$ cat src/rtl/ring_pkg.sv
// Shared types and helpers for the ring-counter decoder: FSM state encoding
// and the rotate-right step that defines the ring sequence.
package ring_pkg;

  typedef enum logic [1:0] {
    HUNT   = 2'd0,
    SYNC   = 2'd1,
    LOCKED = 2'd2,
    FAULT  = 2'd3
  } ring_state_t;

  localparam int RING_MAX_W = 64;

  // Rotate the low `width` bits of `word` right by one; bits above `width` must be zero.
  function automatic logic [RING_MAX_W-1:0] ring_rotr(input logic [RING_MAX_W-1:0] word,
                                                      input int width);
    logic [RING_MAX_W-1:0] r;
    r = word >> 1;
    r[width-1] = word[0];
    return r;
  endfunction

endpackage

$ cat src/rtl/ring_onehot_enc.sv
// Combinational one-hot check and one-hot-to-binary encoder; idx_o is forced
// to zero whenever the word is not exactly one-hot.
module ring_onehot_enc #(
  parameter int WIDTH = 4
) (
  input  logic [WIDTH-1:0]         ring_i,
  output logic                     onehot_o,
  output logic [$clog2(WIDTH)-1:0] idx_o
);

  localparam int IW = $clog2(WIDTH);

  logic          seen;
  logic          multi;
  logic [IW-1:0] pos;

  always_comb begin
    seen  = 1'b0;
    multi = 1'b0;
    pos   = '0;
    for (int i = 0; i < WIDTH; i++) begin
      if (ring_i[i]) begin
        multi = multi | seen;
        seen  = 1'b1;
        pos   = IW'(i);
      end
    end
    onehot_o = seen & ~multi;
    idx_o    = onehot_o ? pos : '0;
  end

endmodule

$ cat src/rtl/ring_decoder.sv
// Ring-counter decoder: tracks a rotating one-hot word, locks after a run of
// correct samples, counts laps and flags sequence violations.
//
//   state  | meaning
//   HUNT   | waiting for any one-hot sample to seed the expected word
//   SYNC   | counting consecutive correct samples toward LOCK_COUNT
//   LOCKED | tracking the ring, counting laps on the start pattern
//   FAULT  | violation seen while locked; decode only until err_clr
module ring_decoder
  import ring_pkg::*;
#(
  parameter int WIDTH      = 4,
  parameter int LOCK_COUNT = 3,
  parameter int LAP_W      = 8
) (
  input  logic                     clk,
  input  logic                     reset_n,
  input  logic                     en,
  input  logic [WIDTH-1:0]         ring_in,
  input  logic                     err_clr,
  output logic [$clog2(WIDTH)-1:0] idx,
  output logic                     idx_valid,
  output logic                     locked,
  output logic                     err,
  output logic                     err_sticky,
  output logic [LAP_W-1:0]         lap_cnt,
  output logic                     lap_pulse
);

  localparam int IW = $clog2(WIDTH);
  localparam int MW = $clog2(LOCK_COUNT + 1);
  localparam logic [WIDTH-1:0] START = {1'b1, {(WIDTH-1){1'b0}}};

  ring_state_t      state_q, state_d;
  logic [MW-1:0]    match_q, match_d;
  logic [WIDTH-1:0] exp_q, exp_d;
  logic [IW-1:0]    idx_q, idx_d;
  logic             idx_valid_q, idx_valid_d;
  logic             locked_q, locked_d;
  logic             err_q, err_d;
  logic             err_sticky_q, err_sticky_d;
  logic [LAP_W-1:0] lap_cnt_q, lap_cnt_d;
  logic             lap_pulse_q, lap_pulse_d;

  logic             onehot;
  logic [IW-1:0]    enc_idx;
  logic [WIDTH-1:0] rot_in;
  logic [WIDTH-1:0] rot_exp;
  logic [MW:0]      match_inc;

  ring_onehot_enc #(.WIDTH(WIDTH)) u_enc (
    .ring_i   (ring_in),
    .onehot_o (onehot),
    .idx_o    (enc_idx)
  );

  assign rot_in    = WIDTH'(ring_rotr(RING_MAX_W'(ring_in), WIDTH));
  assign rot_exp   = WIDTH'(ring_rotr(RING_MAX_W'(exp_q), WIDTH));
  assign match_inc = {1'b0, match_q} + (MW+1)'(1);

  always_comb begin
    state_d      = state_q;
    match_d      = match_q;
    exp_d        = exp_q;
    idx_d        = idx_q;
    idx_valid_d  = idx_valid_q;
    err_d        = 1'b0;
    err_sticky_d = err_clr ? 1'b0 : err_sticky_q;
    lap_cnt_d    = lap_cnt_q;
    lap_pulse_d  = 1'b0;

    if (en) begin
      idx_d       = enc_idx;
      idx_valid_d = onehot;
      unique case (state_q)
        HUNT: begin
          if (onehot) begin
            exp_d   = rot_in;
            match_d = MW'(1);
            state_d = (LOCK_COUNT == 1) ? LOCKED : SYNC;
          end
        end
        SYNC: begin
          if (ring_in == exp_q) begin
            match_d = match_inc[MW-1:0];
            exp_d   = rot_exp;
            if (match_inc >= (MW+1)'(LOCK_COUNT)) state_d = LOCKED;
          end else if (onehot) begin
            match_d = MW'(1);
            exp_d   = rot_in;
          end else begin
            state_d = HUNT;
            match_d = '0;
            exp_d   = START;
          end
        end
        LOCKED: begin
          if (ring_in == exp_q) begin
            exp_d = rot_exp;
            if (ring_in == START) begin
              lap_cnt_d   = lap_cnt_q + LAP_W'(1);
              lap_pulse_d = 1'b1;
            end
          end else begin
            err_d   = 1'b1;
            state_d = FAULT;
          end
        end
        FAULT: ;
        default: state_d = HUNT;
      endcase
    end

    if (state_q == FAULT && err_clr) begin
      state_d   = HUNT;
      match_d   = '0;
      exp_d     = START;
      lap_cnt_d = '0;
    end

    // A new violation outranks a simultaneous clear.
    if (err_d) err_sticky_d = 1'b1;

    locked_d = (state_d == LOCKED);
  end

  always_ff @(posedge clk or negedge reset_n) begin
    if (!reset_n) begin
      state_q      <= HUNT;
      match_q      <= '0;
      exp_q        <= START;
      idx_q        <= '0;
      idx_valid_q  <= 1'b0;
      locked_q     <= 1'b0;
      err_q        <= 1'b0;
      err_sticky_q <= 1'b0;
      lap_cnt_q    <= '0;
      lap_pulse_q  <= 1'b0;
    end else begin
      state_q      <= state_d;
      match_q      <= match_d;
      exp_q        <= exp_d;
      idx_q        <= idx_d;
      idx_valid_q  <= idx_valid_d;
      locked_q     <= locked_d;
      err_q        <= err_d;
      err_sticky_q <= err_sticky_d;
      lap_cnt_q    <= lap_cnt_d;
      lap_pulse_q  <= lap_pulse_d;
    end
  end

  assign idx        = idx_q;
  assign idx_valid  = idx_valid_q;
  assign locked     = locked_q;
  assign err        = err_q;
  assign err_sticky = err_sticky_q;
  assign lap_cnt    = lap_cnt_q;
  assign lap_pulse  = lap_pulse_q;

endmodule
$ cat config.mk
export PLATFORM = sky130hd
export DESIGN_NAME = ring_decoder
export DESIGN_NICKNAME = d
export VERILOG_FILES = /design/src/rtl/ring_pkg.sv /design/src/rtl/ring_onehot_enc.sv /design/src/rtl/ring_decoder.sv
export SDC_FILE = /design/constraint.sdc
export NUM_CORES = 1
export LEC_CHECK = 0
export ABC_CLOCK_PERIOD_IN_PS = 5300
export BUFFER_PORTS_ARGS = -buffer_cell sky130_fd_sc_hd__buf_4
export CORE_ASPECT_RATIO = 0.6
export CORE_MARGIN = 2
export CORE_UTILIZATION = 25
export DETAILED_ROUTE_END_ITERATION = 8
export PLACE_DENSITY_LB_ADDON = 0.1
export SYNTH_ARGS = -nofsm -noshare
export SYNTH_HDL_FRONTEND = slang
export SYNTH_HIERARCHICAL = 1
export SYNTH_SLANG_ARGS = --single-unit
export TNS_END_PERCENT = 50
$ cat constraint.sdc
create_clock -name clk -period 5.3 [get_ports clk]
set_clock_uncertainty 0.2 [all_clocks]
set_input_delay 1.325 -clock clk [delete_from_list [all_inputs] [get_ports clk]]
set_output_delay 1.325 -clock clk [all_outputs]
set_load 0.02 [all_outputs]
Word-level counts from Yosys, hierarchy flattened. Cells that the tools add are included.

Bitwise operators: 4. Reductions and logical operators: 12. Eq/ne operators: 8. Order comparisons: 1. Muxes and demuxes: 46. Add/subtract/negate cells: 2.

Operators by type and width (count): $mux W8 (5); $mux W2 (14); $mux W4 (6); $mux W1 (18); $pmux W4 S3 (1); $reduce_bool A2 Y1 (5); $add A8 B1 Y8 const B (1); $reduce_and A4 Y1 (2); $eq A2 B2 Y1 const B (3); $ne A3 B3 Y1 const B (2); $pmux W2 S3 (1); $eq A4 B4 Y1 (1); $eq A4 B4 Y1 const B (1); $pmux W2 S2 (1); $reduce_bool A4 Y1 (1); $add A2 B1 Y3 const B (1); $ge A3 B2 Y1 const B (1); $reduce_and A3 Y1 (1); $reduce_bool A3 Y1 (1); $eq A2 B1 Y1 const B (1); $logic_not A2 Y1 (1); $or A1 B1 Y1 (2); $and A1 B1 Y1 (1); $logic_and A1 B1 Y1 (1); $not A1 Y1 (1).

Bits in registers: 23. Output and inout bits: 15.

Logic depth before layout (Yosys ltp). Gate-level depths: netlist of the first run.

Depth after elaboration: 14. Depth in mapped cells: 7. Depth with buffers taken out: 7.

By module. The synthesis of the first run kept the hierarchy.

Modules (own cells, without submodules): ring_decoder (area an instance 1371.3 µm², cells an instance 144, instances 1); ring_onehot_enc (area an instance 53.8 µm², cells an instance 8, instances 1).

Worst setup path after synthesis of the first run. No wires, ideal clock.

Kind: input -> register. Start point: input ring_in[0]. End point: register locked_q, in the netlist locked. Library setup time: 0.128 ns. Arrival time: 2.700 ns. Slack: 2.272 ns. Data required time: 4.972 ns. Stages: 7. Cells stage by stage: or2_1 > o2bb2ai_1 > clkbuf_1 > o21ai_0 > or3_1 > a32oi_1 > nor3b_1.

Longest elaborated chain between the ends: 14. Elaborated cells on any way between the ends: 20.

Ends and longest elaborated chain: start, declared (line ring_decoder.sv:19) `input logic [WIDTH-1:0] ring_in,`; $mux W1 (*) (line ring_onehot_enc.sv:22) `if (ring_i[i]) begin`; $mux W1 (line ring_onehot_enc.sv:22); $or A1 B1 Y1 (line ring_onehot_enc.sv:23) `multi = multi | seen;`; $mux W1 (line ring_onehot_enc.sv:22); $or A1 B1 Y1 (line ring_onehot_enc.sv:23); $mux W1 (line ring_onehot_enc.sv:22); $not A1 Y1 (line ring_onehot_enc.sv:28) `onehot_o = seen & ~multi;`; $and A1 B1 Y1 (*) (line ring_onehot_enc.sv:28); via onehot (line ring_decoder.sv:45) `logic onehot;`; $mux W2 (line ring_decoder.sv:88) `end else if (onehot) begin`; $mux W2 (line ring_decoder.sv:84) `if (ring_in == exp_q) begin`; $pmux W2 S3 (*) (line ring_decoder.sv:75) `unique case (state_q)`; $mux W2 (*) (line ring_decoder.sv:72) `if (en) begin`; $mux W2 (*) (line ring_decoder.sv:114) `if (state_q == FAULT && err_clr) begin`; $eq A2 B2 Y1 (*) (line ring_decoder.sv:124) `locked_d = (state_d == LOCKED);`; via locked_d (line ring_decoder.sv:39) `logic locked_q, locked_d;`; end signal, assigned (line ring_decoder.sv:145) `locked_q <= locked_d;`; end, declared (line ring_decoder.sv:39).

The timed path passes the listed nets; every way through them passes the cells marked *. A chain may end at the register's enable or synchronous reset.

Worst setup path in the final report of the first run. Same ends and word-level chain as after synthesis.

==> Flow_metrics.wiki, run 1 <==
{| class="wikitable"
! Metric !! Value
|-
| Run status || completed
|-
| Cell types occupying the most area after synthesis || dfrtp_1, ha_1, xnor2_1
|-
| Number of I/O port buffers || 22
|-
| Kind of end point of the critical path || register
|-
| Die Span Y || about 62 um
|-
| Most frequent cells after synthesis || dfrtp_1, nor2_1, o21ai_0
|-
| Number of cells on the worst reg-to-reg path || 6
|-
| Launch point of the worst hold path || idx[0]
|-
| Worst Hold Class || reg2reg
|-
| Initial DRT Pass Iterations || 4
|-
| Xor and xnor fraction of the mapped netlist area || 0.07375
|-
| Tmin final || around 3.4 ns
|-
| End of the worst hold path || idx[0]
|-
| Num CTS Buffers || 3
|-
| Sequential area share after synthesis || 0.4047
|-
| Type of element launching the critical path || input pin
|-
| Skew-Pair Late Insertion Delay || 0.27 ns
|-
| Via density per instance || 4.778
|-
| I/O pin total || 23
|-
| Count of cell types in the netlist || about 40
|-
| Hold buffers post-CTS || 0
|-
| Post-route setup TNS || 0 ns
|-
| GR Overflow Total || 0
|-
| Die X || around 100 um
|-
| Largest family of logic cells by synthesized area || simple AND/OR/NAND/NOR gates
|-
| Final worst-path cycle share || 0.6357
|-
| Cell row count || 21
|-
| VDD IR-drop max || between 0.08 and 0.09 mV
|-
| Initial antenna violation count || 0
|-
| Transition time at the pin with the least slew margin || 0.7811 ns
|-
| Root buffer cell || clkbuf_8
|-
| Final Max Tran Viols || 0
|-
| Unrepaired setup endpoints after global routing || no
|-
| Sequential cell fraction of total power || 0.393
|-
| Area growth, synth to finish || 19.84%
|-
| Hold slack final || 0.3203 ns
|-
| Switching portion of total power || 0.4012
|-
| Post-synth design cell area || 1425 sq um
|-
| Area fraction in compound gates after synthesis || 0.1773
|-
| Number of gates given a new drive strength after cts || 0
|-
| Global-route wire length before repair || 5720 um
|-
| TritonCTS clock tree || built
|-
| Average wire per cell in the routed design || between 10 and 15 um
|-
| Leak || between 0.7 and 0.8 nW
|-
| Share of flip-flops with an asynchronous set or reset || 1.000
|-
| Share of synthesized cell area in full adder, half adder and majority cells || 0.07024
|-
| Yosys reg bits || 23
|-
| Drt total wl || around 3500 um
|-
| Reg2Reg Capture Point || lap_cnt[7]
|-
| Total Routing Usage GR || 0.1160
|-
| Starting utilization of the core area || 0.2571
|-
| Via count || 1,204
|-
| # diodes || 0
|-
| Placer's final routability congestion estimate || 0.8182
|-
| Data required time at the worst endpoint || 5.26 ns
|-
| Worst Hold Depth || 1
|-
| Fraction of layout cells with a size suffix above 1 || 0.2209
|-
| Most common flop cell mapped by yosys || dfrtp_1
|-
| Highest fanout seen on the critical path || 10
|-
| Clock slew seen by the registers of the worst setup and hold paths || roughly 0.09 ns
|-
| Final HPWL DP || 2491 um
|-
| Post-route ant nets || 0
|-
| Topmost layer with routed signal wires || met4
|-
| Met3 wire length || around 210 um
|-
| Count of flip-flops with a built-in enable after synthesis || 0
|-
| Total internal power || 0.3766 mW
|-
| Final-report setup violation count || 0
|-
| DRC || 0
|-
| Library cell with the highest instance count after synthesis || dfrtp_1
|-
| Post-route met1 wirelength || 1840 um
|-
| Critical path class || in2reg
|-
| Largest net degree at the start of global routing || 24
|-
| Violation count after the first detailed-route iteration || 93
|-
| Maximum operating frequency || just under 300 MHz
|-
| Final-layout fill cell count || between 500 and 600
|-
| Worst path arrival time || about 3.3 ns
|-
| Die Footprint || 6340 sq um
|-
| Post-synth top area cell || dfrtp_1
|-
| Synthesis Warnings || 6
|-
| Worst max-slew margin expressed relative to the limit || 0.4792
|-
| Area share of the largest cell type after synthesis || 0.3863
|-
| Met2 WL post-DR || 1395 um
|-
| NumNets Final || 189
|-
| Synthesized instance count || around 150
|-
| Relative contribution of the clock network to total power || 0.183
|-
| Worst flop-to-flop path startpoint || state_q[0]
|-
| Clock Sink Count || 23
|-
| Number of levels in the clock H-tree || 1
|-
| Reg-to-reg slack, setup || 3.05 ns
|-
| Setup repair bufs after CTS || 0
|-
| Pwr per Cell Area || 368.3 nW/um^2
|-
| Max-cap violations || 0
|-
| Clk buf depth || 2
|-
| Net load switching power || 0.2523 mW
|-
| Synthesized netlist net count || 168
|-
| Number of global-route vias before repair || around 1,100
|-
| Post-Synth Simple-Gate Area || 0.1861
|-
| Part of the total power dissipated in combinational logic || 0.424
|-
| Area of the placeable core || 5544 sq um
|-
| Mux share of post-synthesis cell area || 0.03863
|-
| Mean post-synth cell area || 9.376 sq um
|-
| Hold Violations, Final || 0
|}
worst max-delay path, cell delays in order:
cell and delay, ns:
buf_4 0.14, or2_1 0.24, o2bb2ai_1 0.64, o21ai_0 0.28, or3_1 0.36, a32oi_1 0.25, nor3b_1 0.08
logic make-up (layout without fill, tap and decap cells):
kind of cell,after synthesis,count (layout)
AND/OR/NAND/NOR,49,49
AO/OA/AOI/OAI,39,39
flip-flops,23,23
buffers and inverters,16,36
XOR/XNOR,12,12
adder cells (fa/ha/maj),8,8
multiplexers,5,5
worst max-delay path by stage:
stage / from / to / slack (ns) / cells past startpoint
after detailed placement: ring_in[0] / locked / 1.68 / 7
after global routing: ring_in[0] / locked / 1.73 / 7
final: ring_in[0] / locked / 1.93 / 7
after CTS: ring_in[0] / locked / 1.96 / 7
after floorplan: ring_in[0] / locked / 2.27 / 7
after global placement: ring_in[0] / locked / 1.71 / 7
power by group through the flow:
stage	sequential, mW	clock (mW)	combinational [mW]
after floorplan	0.251	0	0.196
after global placement	0.250	0	0.271
after detailed placement	0.250	0	0.265
after CTS	0.247	0.120	0.266
after global routing	0.253	0.130	0.299
final	0.247	0.115	0.267
registers in the layout, indices dropped and copies added, names as in the netlist:
signal      cells
locked          1
idx             2
state_q         2
exp_q           4
match_q         2
err_sticky      1
lap_cnt         8
idx_valid       1
lap_pulse       1
err             1
layout make-up:
| type | count | area, sq um | area share |
|---|---|---|---|
| Clock inverter | 1 | 5.005 | 0.002930 |
| Clock buffer | 3 | 41.29 | 0.02418 |
| Timing Repair Buffer | 23 | 172.7 | 0.1011 |
| Inverter | 9 | 33.78 | 0.01978 |
| Sequential cell | 23 | 576.8 | 0.3377 |
| Multi-Input combinational cell | 113 | 778.2 | 0.4557 |
| Tap cell | 80 | 100.1 | 0.05861 |
metal layers:
metal  global-route usage  vias up
met4              0.02534        0
met5                    0        -
met3              0.03244        2
li1                     -      585
met2               0.1515       39
met1               0.1846      578
placed cells by master, fill, tap and decap left out, drive strengths merged, types with 2 or more instances in the layout:
cell type  instances
a21oi             10
a221oi             2
a31o               2
buf               23
clkbuf             3
dfrtp             22
ha                 8
inv                9
mux2               4
nand2              7
nand3              8
nand4              4
nor2              12
nor2b              2
nor3               5
nor3b              2
nor4               2
o21ai             12
o22ai              2
o31ai              4
xnor2             11
through the flow:
stage	cell area, sq um	setup slack, ns	power (mW)	cells	utilization
detailed placement	1662	1.684	0.5152	248	0.2997
global placement	1662	1.708	0.5214	248	0.2997
finish	1708	1.931	0.6290	252	0.3081
floorplan	1425	2.272	0.4474	152	-
CTS	1708	1.965	0.6331	252	0.3081
global route	1708	1.730	0.6824	252	0.3081
Power figures use the tool's default switching activity.
==> run 2, diff against run 1 <==
ABC_CLOCK_PERIOD_IN_PS = 2700   (was 5300)
clock period = 2.7 ns   (was 5.3 ns; I/O delays follow)
==> run 2 against run 1 <==
First-iteration DRC count is 38% lower. Utilization grew 0.38 points. Total power is 99% higher. Via count shrank 2.7%. Worst setup slack worse by 1.6 ns. Clock power rose by 91%. Flip-flop and latch count did not move. Sequential share of layout area is 0.42 points lower. Worst hold slack got worse by 0.23 ns. Final area increased by 1.2%. Clock-buffer cell count increased by 1.
==> Flow_metrics.wiki, run 2 (same netlist as run 1, synthesis figures left out) <==
{| class="wikitable"
! Metric !! Value
|-
| Run status || completed
|-
| Placer's final routability congestion estimate || 0.8074
|-
| Hold buffers post-CTS || 0
|-
| Clock slew seen by the registers of the worst setup and hold paths || 0.08 ns
|-
| TritonCTS clock tree || built
|-
| Hold Violations, Final || 0
|-
| Worst Hold Class || in2async
|-
| Total Routing Usage GR || 0.1194
|-
| Drt total wl || 3577 um
|-
| Final Max Tran Viols || 0
|-
| Average wire per cell in the routed design || 14.03 um
|-
| Starting utilization of the core area || 0.2571
|-
| Part of the total power dissipated in combinational logic || 0.434
|-
| DRC || 0
|-
| Final worst-path cycle share || 0.8919
|-
| Via density per instance || 4.592
|-
| Crit path largest cell delay || 0.35 ns
|-
| Final-layout fill cell count || 605
|-
| Tmin final || 2.408 ns
|-
| Reg-to-reg slack, setup || 0.45 ns
|-
| Post-route ant nets || 0
|-
| Highest fanout seen on the critical path || 9
|-
| Worst path arrival time || 2.38 ns
|-
| Post-Place Worst Slack || 0.01876 ns
|-
| Pwr per Cell Area || 722.0 nW/um^2
|-
| VDD IR-drop max || 0.2325 mV
|-
| Clk buf depth || 2
|-
| Skew-Pair Late Insertion Delay || 0.27 ns
|-
| GR Overflow Total || 0
|-
| Cell chain of the critical path || buf_4 -> xnor2_1 -> o2bb2ai_1 -> buf_4 -> mux2_2 -> a21oi_1 -> a221oi_1 -> a221oi_1
|-
| I/O pin total || 23
|-
| Total internal power || 0.7498 mW
|-
| Worst flop-to-flop path startpoint || state_q[1]
|-
| Number of cells on the worst reg-to-reg path || 6
|-
| NumNets Final || roughly 190
|-
| Die X || 101.5 um
|-
| Area growth, synth to finish || 21.33%
|-
| Kind of end point of the critical path || register
|-
| Most common library cell in the layout ignoring fill and taps || buf_4
|-
| Max-cap violations || 0
|-
| Most frequent cells in the layout || buf_4, dfrtp_1, nor2_1, o21ai_0, xnor2_1
|-
| Initial DRT Pass Iterations || 4
|-
| Final-report setup violation count || 0
|-
| Num CTS Buffers || 3
|-
| Net load switching power || 0.4987 mW
|-
| Number of I/O port buffers || 22
|-
| Relative contribution of the clock network to total power || 0.176
|-
| Worst path setup slack after routing || 0.2919 ns
|-
| Number of global-route vias before repair || 1,065
|-
| Unrepaired setup endpoints after global routing || no
|-
| Clock Sink Count || 23
|-
| Number of levels in the clock H-tree || 1
|-
| # diodes || 0
|-
| Die Span Y || 62.49 um
|-
| Final HPWL DP || 2619 um
|-
| Initial antenna violation count || 0
|-
| Worst max-slew margin expressed relative to the limit || 0.7052
|-
| Cell family with the largest share of critical-path delay || compound AO/OA/AOI/OAI gates
|-
| Leak || just under 0.8 nW
|-
| Via count || 1,171
|-
| Switching portion of total power || 0.3994
|-
| Number of gates given a new drive strength after cts || 0
|-
| Die Footprint || 6340 sq um
|-
| Violation count after the first detailed-route iteration || 58
|-
| Transition time at the pin with the least slew margin || 0.4422 ns
|-
| Area of the placeable core || 5544 sq um
|-
| Sequential cell fraction of total power || 0.390
|-
| Final core occ || 0.3119
|-
| Fraction of layout cells with a size suffix above 1 || 0.2286
|-
| Type of element launching the critical path || input pin
|-
| Crit-path slowest cell || a21oi_1
|-
| Data required time at the worst endpoint || around 2.7 ns
|-
| Number of buffers and inverters on the critical path || 2
|-
| Global-route wire length before repair || 5878 um
|-
| Setup repair bufs after CTS || 0
|-
| Maximum operating frequency || 415.3 MHz
|-
| Root buffer cell || clkbuf_8
|-
| Largest net degree at the start of global routing || 24
|-
| Cell row count || 21
|-
| Reg2Reg Capture Point || match_q[0]
|-
| Flip-flop count of the largest register after layout || 8
|-
| Critical path class || in2reg
|}
run 2: cell types whose count changed in the layout (fill, tap and decap cells not counted), sizes merged:
cell / before / now
clkbuf: 3 / 4
clkinv: 1 / 0
buf: 23 / 26
run 2: area by class of cell:
cell class / instances / area, sq um / share of cell area
inverter: 9 / 33.78 / 0.01954
timing repair buffer: 26 / 195.2 / 0.1129
clock buffer: 4 / 45.04 / 0.02605
sequential: 23 / 576.8 / 0.3336
multi-input combinational: 113 / 778.2 / 0.4501
tap: 80 / 100.1 / 0.05789
run 2: worst max path at each step:
| stage | start | endpoint | slack [ns] | depth (start not counted) |
|---|---|---|---|---|
| after floorplan | ring_in[0] | locked | 0.32 | 7 |
| after global placement | ring_in[2] | match_q[0] | -0.02 | 8 |
| after detailed placement | ring_in[2] | match_q[0] | 0.02 | 8 |
| after CTS | ring_in[2] | match_q[0] | 0.28 | 8 |
| after global routing | ring_in[2] | match_q[0] | 0.20 | 8 |
| final | ring_in[2] | match_q[0] | 0.29 | 8 |
run 2: power groups by stage:
stage	clock (mW)	combinational (mW)	sequential [mW]
2_1_floorplan	0	0.385	0.493
3_3_place_gp	0	0.546	0.493
3_5_place_dp	0	0.537	0.490
4_1_cts	0.229	0.540	0.485
5_1_grt	0.251	0.602	0.497
6_report	0.220	0.542	0.487
run 2: layer usage:
metal | routed length [um] | track usage | vias to the layer above | share of wire
met5 | 0 | 0 | - | 0
met4 | 18 | 0.02027 | 0 | 0.0050
met3 | 178 | 0.03468 | 2 | 0.050
met2 | 1377 | 0.1482 | 23 | 0.38
met1 | 2002 | 0.1982 | 553 | 0.56
li1 | - | - | 593 | -
run 2: worst register-to-register path: stages, from the launching register on:
cell	delay [ns]
dfrtp_1	0.43
inv_1	0.09
ha_1	0.34
mux2_2	0.33
a21oi_1	0.35
a221oi_1	0.14
a221oi_1	0.26
run 2: metrics by stage:
stage          power [mW]  hold WS [ns]  cells  TNS [ns]  area, sq um
4_1_cts             1.254        0.1038    255         0         1729
2_1_floorplan      0.8783        0.1794    152         0         1425
5_1_grt             1.350        0.1020    255         0         1729
6_report            1.249       0.09464    255         0         1729
3_5_place_dp        1.027        0.2980    251         0         1684
3_3_place_gp        1.040        0.2977    251  -0.02121         1684
==> run 3, diff against run 2 <==
ABC_CLOCK_PERIOD_IN_PS = 2100   (was 2700)
clock period = 2.1 ns   (was 2.7 ns; I/O delays follow)
==> run 3 against run 2 <==
Worst hold slack improved by 0.16 ns. Via count is 9.7% higher. Clock power increased by 32%. Flip-flop and latch count did not move. Sequential power increased by 28%. Highest routed layer unchanged.
==> Flow_metrics.wiki, run 3 (same netlist as run 1, synthesis figures left out) <==
{| class="wikitable"
! Metric !! Value
|-
| Run status || completed
|-
| Maximum operating frequency || 485.0 MHz
|-
| Critical path class || in2reg
|-
| Final-report setup violation count || 0
|-
| I/O pin total || 23
|-
| NumNets Final || 217
|-
| Num CTS Buffers || 3
|-
| Total Routing Usage GR || 0.1340
|-
| Skew-Pair Late Insertion Delay || 0.27 ns
|-
| Type of element launching the critical path || input pin
|-
| Post-route setup TNS || 0 ns
|-
| Most frequent cells in the layout || buf_4, dfrtp_1, nor2_1, o21ai_0
|-
| Global-route wire length before repair || 6658 um
|-
| Initial antenna violation count || 0
|-
| Cell chain of the critical path || buf_4 -> or2_1 -> o2bb2ai_2 -> o21ai_0 -> or3_1 -> a32oi_2 -> nor3b_2
|-
| Most common library cell in the layout ignoring fill and taps || buf_4
|-
| Tmin final || between 2 and 2.5 ns
|-
| Kind of end point of the critical path || register
|-
| Clock slew seen by the registers of the worst setup and hold paths || approximately 0.09 ns
|-
| Hold Violations, Final || 0
|-
| Area post-placement || 1864 sq um
|-
| Violation count after the first detailed-route iteration || 50
|-
| DRC || 0
|-
| Met2 WL post-DR || 1585 um
|-
| Starting utilization of the core area || 0.2571
|-
| Number of I/O port buffers || 22
|-
| Post-route met1 wirelength || approximately 2100 um
|-
| Data required time at the worst endpoint || just over 2 ns
|-
| GR Overflow Total || 0
|-
| Worst Hold Class || in2reg
|-
| Flip-flop count of the largest register after layout || 8
|-
| Topmost layer with routed signal wires || met4
|-
| Pwr per Cell Area || 938.8 nW/um^2
|-
| Number of global-route vias before repair || between 1,000 and 1,500
|-
| Largest net degree at the start of global routing || 24
|-
| Worst max-slew margin expressed relative to the limit || 0.7633
|-
| Hold slack final || 0.2519 ns
|-
| Crit path largest cell delay || 0.36 ns
|-
| # diodes || 0
|-
| Fraction of layout cells with a size suffix above 1 || 0.3950
|-
| Transition time at the pin with the least slew margin || about 0.35 ns
|-
| Leak || a little over 0.9 nW
|-
| Highest fanout seen on the critical path || 6
|-
| Crit-path slowest cell || or3_1
|-
| Number of cells on the worst reg-to-reg path || 7
|-
| Via density per instance || 4.589
|-
| Drt total wl || 3930 um
|-
| Final worst-path cycle share || 0.9817
|-
| Area growth, synth to finish || 41.44%
|-
| Die Span Y || 62.49 um
|-
| Final Max Tran Viols || 0
|-
| Root buffer cell || clkbuf_8
|-
| Cell row count || 21
|-
| Final HPWL DP || 2880 um
|-
| VDD IR-drop max || 0.2801 mV
|-
| Die Footprint || 6340 sq um
|-
| Worst Hold Depth || 2
|-
| Placer's final routability congestion estimate || slightly above 0.8
|-
| TritonCTS clock tree || built
|-
| Unrepaired setup endpoints after global routing || yes
|-
| Post-Layout Inst Area || 2016 sq um
|-
| Clk buf depth || 2
|-
| Via count || 1,285
|-
| Clock Sink Count || 23
|-
| Number of levels in the clock H-tree || 1
|-
| Die X || 101.5 um
|-
| Initial DRT Pass Iterations || 5
|-
| Post-route ant nets || 0
|-
| Average wire per cell in the routed design || 14.04 um
|-
| Worst path arrival time || 2.02 ns
|-
| Met3 wire length || 179 um
|-
| Max-cap violations || 0
|-
| Area of the placeable core || 5544 sq um
|}
run 3: worst max-delay path, delay by kind of cell:
kind	cells	cell delay, ns
and+or+nand+nor	3	0.69
AOI/OAI and AO/OA	3	0.66
buffers and inverters	1	0.14
run 3: worst paths after layout:
kind,startpoint,to,slack [ns]
worst max-delay path,ring_in[0],locked,0.04
worst min-delay path,err_clr,err_sticky,0.25
worst max register to register,exp_q[1],exp_q[2],0.10
worst min register to register,idx_valid,idx_valid,0.32
max in group asynchronous,reset_n,exp_q[3],0.92
min in group asynchronous,reset_n,exp_q[0],0.49
run 3: per-layer routing:
layer  track usage  up-vias
met4       0.02027        0
met1        0.2033      621
met3       0.03691        2
met5             0        -
met2        0.1912       19
li1              -      643
run 3: through the flow:
stage | setup slack [ns] | instances | util | power [mW]
after floorplan | 0.0001257 | 152 | - | 1.131
after global placement | -0.2846 | 275 | 0.3363 | 1.485
after detailed placement | -0.3082 | 275 | 0.3363 | 1.483
after CTS | 0.04351 | 280 | 0.3489 | 1.803
after global routing | -0.01240 | 280 | 0.3636 | 2.046
final | 0.03833 | 280 | 0.3636 | 1.892
run 3: power by group:
| group | leakage (nW) | internal, mW | switching, mW | total (mW) |
|---|---|---|---|---|
| Clock | 0.0228 | 0.136 | 0.156 | 0.291 |
| Combinational | 0.604 | 0.476 | 0.503 | 0.979 |
| Sequential | 0.299 | 0.533 | 0.0894 | 0.622 |
run 3: final cells by class:
cell class	instances	area, sq um
inverter	9	33.78
sequential	23	576.8
clock buffer	4	45.04
multi-input combinational	113	874.6
tap	80	100.1
fill	568	3528
timing repair buffer	51	385.4
run 3: repair_timing:
action,4_1_cts,5_1_grt
gates resized for setup,3,13
pin swaps,0,1
endpoints found under the hold margin,22,0
setup endpoints to repair,3,9
hold buffers,1,0
buffers inserted,0,0
